### config.mk
export PLATFORM = sky130hd
export DESIGN_NAME = dual_issue_ctrl
export DESIGN_NICKNAME = d
export VERILOG_FILES = /design/src/rtl/dual_issue_ctrl.sv
export SDC_FILE = /design/constraint.sdc
export NUM_CORES = 1
export LEC_CHECK = 0
export CAP_MARGIN = 5
export CORE_MARGIN = 2
export CORE_UTILIZATION = 25
export CTS_CLUSTER_DIAMETER = 150
export CTS_CLUSTER_SIZE = 20
export DETAILED_ROUTE_END_ITERATION = 10
export GPL_TIMING_DRIVEN = 0
export PLACE_DENSITY = 0.62
export SETUP_SLACK_MARGIN = 0.2
export SYNTH_ARGS = -nofsm -noshare
export SYNTH_HDL_FRONTEND = slang
export SYNTH_SLANG_ARGS = --single-unit
### constraint.sdc
create_clock -name clk -period 3.97 [get_ports clk]
set_input_delay 0.9925 -clock clk [delete_from_list [all_inputs] [get_ports clk]]
set_output_delay 0.9925 -clock clk [all_outputs]
set_load 0.005 [all_outputs]
### src/rtl/dual_issue_ctrl.sv
// Registered ID/EX control for the dual-issue pair: slot 0 is ALU/branch, slot 1 is lw/sw/nop.
// Define DUAL_ISSUE_ILLEGAL_EN to trap undecodable opcode pairs; otherwise they decode as add/nop.
module dual_issue_ctrl #(
   parameter int unsigned REG_W       = 5,
   parameter int unsigned MEM_TIMEOUT = 255
) (
   input  logic             clk,
   input  logic             rst,
   input  logic             valid_in,
   input  logic [5:0]       opcode0,
   input  logic [5:0]       opcode1,
   input  logic [REG_W-1:0] rs0,
   input  logic [REG_W-1:0] rt0,
   input  logic [REG_W-1:0] rd0,
   input  logic [REG_W-1:0] rs1,
   input  logic [REG_W-1:0] rt1,
   input  logic             flush,
   input  logic             mem_ready,
   output logic             branch_eq,
   output logic             branch_ne,
   output logic             alusrc,
   output logic             regdst,
   output logic             regwrite,
   output logic [1:0]       aluop,
   output logic             memread,
   output logic             memwrite,
   output logic             regwrite1,
   output logic             ex_valid,
   output logic             stall,
   output logic             mem_err,
   output logic             illegal
);

   localparam int unsigned CntW = $clog2(MEM_TIMEOUT + 1);

   localparam logic [5:0] OpAdd  = 6'b000000;
   localparam logic [5:0] OpAddi = 6'b001000;
   localparam logic [5:0] OpBeq  = 6'b000100;
   localparam logic [5:0] OpBne  = 6'b000101;
   localparam logic [5:0] OpNop  = 6'b000000;
   localparam logic [5:0] OpLw   = 6'b100011;
   localparam logic [5:0] OpSw   = 6'b101011;

   typedef enum logic [1:0] {StRun, StSplit, StMemWait} state_e;

   typedef struct packed {
      logic       branch_eq;
      logic       branch_ne;
      logic       alusrc;
      logic       regdst;
      logic       regwrite;
      logic [1:0] aluop;
      logic       memread;
      logic       memwrite;
      logic       regwrite1;
      logic       ex_valid;
      logic       mem_err;
      logic       illegal;
   } ctl_t;

   state_e          state_q, state_d;
   logic [CntW-1:0] cnt_q, cnt_d;
   logic            hold_lw_q, hold_lw_d;
   logic            hold_sw_q, hold_sw_d;
   ctl_t            ctl_q, ctl_d;

   // rs0 feeds the register file only; nothing in the control path depends on it.
   logic unused_rs0;
   assign unused_rs0 = ^rs0;

   // Slot-0 opcode classes
   logic is_add, is_addi, is_beq, is_bne, add_like, op0_known, s0_writes;
   // Slot-1 opcode classes
   logic is_lw, is_sw, is_nop, op1_known, s1_mem;
   logic             illegal_pair;
   logic [REG_W-1:0] d0;
   logic             dep;
   ctl_t             slot0_ctl, slot1_ctl, split_ctl;

   always_comb begin
      is_add    = (opcode0 == OpAdd);
      is_addi   = (opcode0 == OpAddi);
      is_beq    = (opcode0 == OpBeq);
      is_bne    = (opcode0 == OpBne);
      op0_known = is_add | is_addi | is_beq | is_bne;
      is_lw     = (opcode1 == OpLw);
      is_sw     = (opcode1 == OpSw);
      is_nop    = (opcode1 == OpNop);
      op1_known = is_lw | is_sw | is_nop;
      s1_mem    = is_lw | is_sw;
`ifdef DUAL_ISSUE_ILLEGAL_EN
      add_like     = is_add;
      illegal_pair = !(op0_known && op1_known);
`else
      // Unknown slot-0 opcodes fall back to add; unknown slot-1 opcodes already act as nop.
      add_like     = !(is_addi | is_beq | is_bne);
      illegal_pair = 1'b0;
`endif
      s0_writes = add_like | is_addi;
      d0        = is_addi ? rt0 : rd0;
      dep       = valid_in && s0_writes && (d0 != '0) &&
                  ((s1_mem && (rs1 == d0)) || (is_sw && (rt1 == d0)));
   end

   always_comb begin
      slot0_ctl           = '0;
      slot0_ctl.branch_eq = is_beq;
      slot0_ctl.branch_ne = is_bne;
      slot0_ctl.alusrc    = is_addi;
      slot0_ctl.regdst    = add_like;
      slot0_ctl.regwrite  = s0_writes;
      slot0_ctl.aluop     = is_addi ? 2'b00 : 2'b10;
      slot0_ctl.ex_valid  = 1'b1;

      slot1_ctl           = '0;
      slot1_ctl.memread   = is_lw;
      slot1_ctl.memwrite  = is_sw;
      slot1_ctl.regwrite1 = is_lw;
      slot1_ctl.ex_valid  = 1'b1;

      split_ctl           = '0;
      split_ctl.memread   = hold_lw_q;
      split_ctl.memwrite  = hold_sw_q;
      split_ctl.regwrite1 = hold_lw_q;
      split_ctl.ex_valid  = 1'b1;
   end

   always_comb begin
      state_d   = state_q;
      cnt_d     = cnt_q;
      hold_lw_d = hold_lw_q;
      hold_sw_d = hold_sw_q;
      ctl_d     = '0;
      stall     = 1'b0;
      unique case (state_q)
         StRun: begin
            cnt_d = '0;
            if (flush || !valid_in) begin
               ctl_d = '0;
            end else if (illegal_pair) begin
               ctl_d.illegal = 1'b1;
            end else if (dep) begin
               ctl_d     = slot0_ctl;
               stall     = 1'b1;
               hold_lw_d = is_lw;
               hold_sw_d = is_sw;
               state_d   = StSplit;
            end else begin
               ctl_d = slot0_ctl | slot1_ctl;
               if (s1_mem) state_d = StMemWait;
            end
         end
         StSplit: begin
            cnt_d = '0;
            if (flush) begin
               state_d = StRun;
            end else begin
               ctl_d   = split_ctl;
               state_d = (hold_lw_q || hold_sw_q) ? StMemWait : StRun;
            end
         end
         StMemWait: begin
            // flush is ignored here: the outstanding access predates the branch.
            stall = 1'b1;
            cnt_d = cnt_q + 1'b1;
            if (mem_ready) begin
               state_d = StRun;
               cnt_d   = '0;
            end else if (cnt_q == CntW'(MEM_TIMEOUT - 1)) begin
               ctl_d.mem_err = 1'b1;
               state_d       = StRun;
               cnt_d         = '0;
            end
         end
         default: begin
            state_d = StRun;
            cnt_d   = '0;
         end
      endcase
   end

   always_ff @(posedge clk) begin
      if (rst) begin
         state_q   <= StRun;
         cnt_q     <= '0;
         hold_lw_q <= 1'b0;
         hold_sw_q <= 1'b0;
         ctl_q     <= '0;
      end else begin
         state_q   <= state_d;
         cnt_q     <= cnt_d;
         hold_lw_q <= hold_lw_d;
         hold_sw_q <= hold_sw_d;
         ctl_q     <= ctl_d;
      end
   end

   assign branch_eq = ctl_q.branch_eq;
   assign branch_ne = ctl_q.branch_ne;
   assign alusrc    = ctl_q.alusrc;
   assign regdst    = ctl_q.regdst;
   assign regwrite  = ctl_q.regwrite;
   assign aluop     = ctl_q.aluop;
   assign memread   = ctl_q.memread;
   assign memwrite  = ctl_q.memwrite;
   assign regwrite1 = ctl_q.regwrite1;
   assign ex_valid  = ctl_q.ex_valid;
   assign mem_err   = ctl_q.mem_err;
   assign illegal   = ctl_q.illegal;

endmodule

==> impl_metrics.yaml <==
setup_path:
  crit_family: "simple AND/OR/NAND/NOR gates"
  worst-path-buf-inv: 3
  arrival_ns: 2.81
  start_kind: "primary input"
  worstPathMaxFanout: 8
  path_cells: "buf_6, or3_4, or2_1, buf_6, mux2_4, o211ai_4, o32ai_4, nand2_2, o21ai_2, buf_2"
  required_ns: 2.98
  end_kind: "output port"
  crit_top_cell: "buf_6"
  critPathKind: "primary input to output port"
  critPathSlowestCell: "or3_4"
  cp_slowest_stage_delay_ns: 0.39
finish:
  drive_gt1_frac: 0.1558
  nNetsFinal: 245
  antenna_cells: 0
  final_cell_area_um2: 1889
  fin_util: 0.3974
  syn2layout_area_growth_pct: 51.61
sta:
  fmaxAchievable_mhz: 263.3
  period_minus_slack_ns: 3.798
  hold_violations: 0
  relSlewSlack: 0.6421
  holdWs_ns: 0.5056
  finalMaxSlewViolations: 0
  min_period_over_period: 0.9567
  rsz0062_at_grt: "yes"
  worst_pin_slew_ns: 0.5358
  finalSetupViolations: 0
  finalClockSkew_ns: 0.004983
power_and_ir_drop:
  max-vdd-ir-drop_mv: 0.09688
  p_per_area_nw_per_um2: 230.4
  power_frac_seq: 0.512
  p_sw_uw: 93.52
  internal_power_uw: 341.8
  comb_power_share: 0.194
  p_sw_frac: 0.2148
  power_leakage_nw: 0.6889
  power_frac_clock: 0.295
yosys:
  syn_area_um2: 1246
  yosys_warnings: 0
  synthArstFlopShare: 0
  synth_seq_cells: 22
  ys_dominant_reg_cell: "dfxtp_1"
  avgSynthCellArea_um2: 8.776
  synthCells: 142
  seq_area_frac_synth: 0.3534
  yosysUniqueCellTypes: 42
  synth_edf_count: 0
die:
  io_pins: 56
  fp.dieW_um: 74.60
  core_um2: 4755
  dieHeight_um: 74.60
  die_area_um2: 5565
  row_count: 25
  start_util: 0.2621
global_route:
  grt_pass1_wl_um: 4823
  first_global_vias: 1062
  grt_max_degree: 12
  grt_overflow: 0
  antenna_found_initial: 0
  track_usage: 0.1098
clock_network:
  root_buffer: "clkbuf_8"
  clock_sink_count: 22
  cts_buffer_depth: 2
  cts_tree: "done"
  path_clk_slew_ns: 0.07
  numCtsBuffers: 3
  ctsHoldBuffers: 0
  htree_levels: 1
  clk_latency_ns: 0.25
run_status:
  outcome: "finished clean"
place:
  finalWeightedCongestion: 0.7773
  port_buffers: 48
  postPlaceCellArea_um2: 1814
  dp_hpwl_um: 2360
route:
  drtIter0Drc: 63
  vias: 1160
  wirelength_um: 2847
  wl_per_cell_um: 10.70
  ant_nets: 0
  firstDrtPassIters: 4
  vias_per_cell: 4.361
  drc: 0
worst_hold_path:
  hp-class: "flop to flop"
run:
  drv_cap: 0
layer usage:
metal,track usage,vias up,share of wire
met3,0.01491,4,0.041
met5,0,-,0
met2,0.1839,36,0.49
met4,0.02976,0,0.0098
li1,-,609,-
met1,0.1482,511,0.46
state kept, by name, indices dropped and copies added (netlist names):
signal / count
hold_lw_q: 1
regwrite: 1
aluop: 1
mem_err: 1
state_q: 2
memwrite: 1
memread: 1
cnt_q: 8
branch_eq: 1
alusrc: 1
regdst: 1
ex_valid: 1
hold_sw_q: 1
branch_ne: 1
area by class of cell:
class,count,area [um^2]
Fill cell,495,2865
Multi-Input combinational cell,110,767.0
Timing Repair Buffer,53,496.7
Sequential cell,22,440.4
Tap cell,67,83.83
Clock buffer,3,41.29
Buffer,5,37.54
Inverter,6,22.52
metrics by stage:
step	setup slack, ns	instances	total power, mW	setup TNS (ns)
2_1_floorplan	0.2636	143	0.2599	0
3_3_place_gp	-0.8467	258	0.3108	-0.8467
3_5_place_dp	-0.8289	258	0.3116	-0.8289
4_1_cts	0.1552	265	0.4429	0
5_1_grt	0.07167	266	0.4562	0
6_report	0.1720	266	0.4353	0
synth_stat cells, drive strengths merged (2+ instances only):
master   n  share of area
nor3     2         0.0080
o21a     4          0.024
nand2    3         0.0090
buf      4          0.027
or2      2          0.010
xnor2   14          0.098
a21oi    4          0.016
nor2    22          0.066
nor3b    3          0.018
mux2     2          0.021
dfxtp   22           0.35
and3     4          0.020
o21ai    5          0.020
a222oi   2          0.016
a21o     2          0.012
nand4    3          0.015
or4      3          0.018
nor2b    2          0.010
xor2     5          0.035
inv      6          0.018
ha       2          0.020
nand3    9          0.036
cells in the final DEF (no fill, tap or decap), types with 5 or more instances in the layout:
cell	n
dfxtp_1	22
nand3_1	9
xor2_1	5
buf_4	8
clkdlybuf4s50_1	37
nor2_1	22
xnor2_1	14
power groups by stage:
stage	logic [mW]	clock network [mW]	registers, mW
after floorplan	0.0317	0	0.228
after global placement	0.0829	0	0.228
after detailed placement	0.0838	0	0.228
after CTS	0.0839	0.136	0.223
after global routing	0.0923	0.141	0.223
final	0.0842	0.128	0.223
repair_timing:
action / CTS / global route
resized for setup: 36 / 2
endpoints found under the hold margin: 0 / 0
setup endpoints to repair: 1 / 1
pin swaps: 10 / 8
buffers inserted: 4 / 1
logic make-up (layout without fill, tap and decap cells):
logic type	after synthesis	in the layout	share of synthesized area
fa+ha+maj	2	2	0.02008
mux	3	3	0.02911
simple gates	60	60	0.2580
other cells	1	2	0.003009
xor+xnor	19	19	0.1335
buf+inv	11	67	0.04819
compound gates	24	24	0.1546
flops	22	22	0.3534
path summary, 6_finish.rpt:
path              startpoint        end  slack [ns]  depth (start not counted)
setup / recovery  opcode0[1]      stall        0.17                         10
hold / removal      cnt_q[0]   cnt_q[0]        0.51                          1
setup reg to reg  state_q[1]  branch_eq        2.31                          5
hold reg to reg     cnt_q[0]   cnt_q[0]        0.51                          1
(Power assumes the default switching activity.)
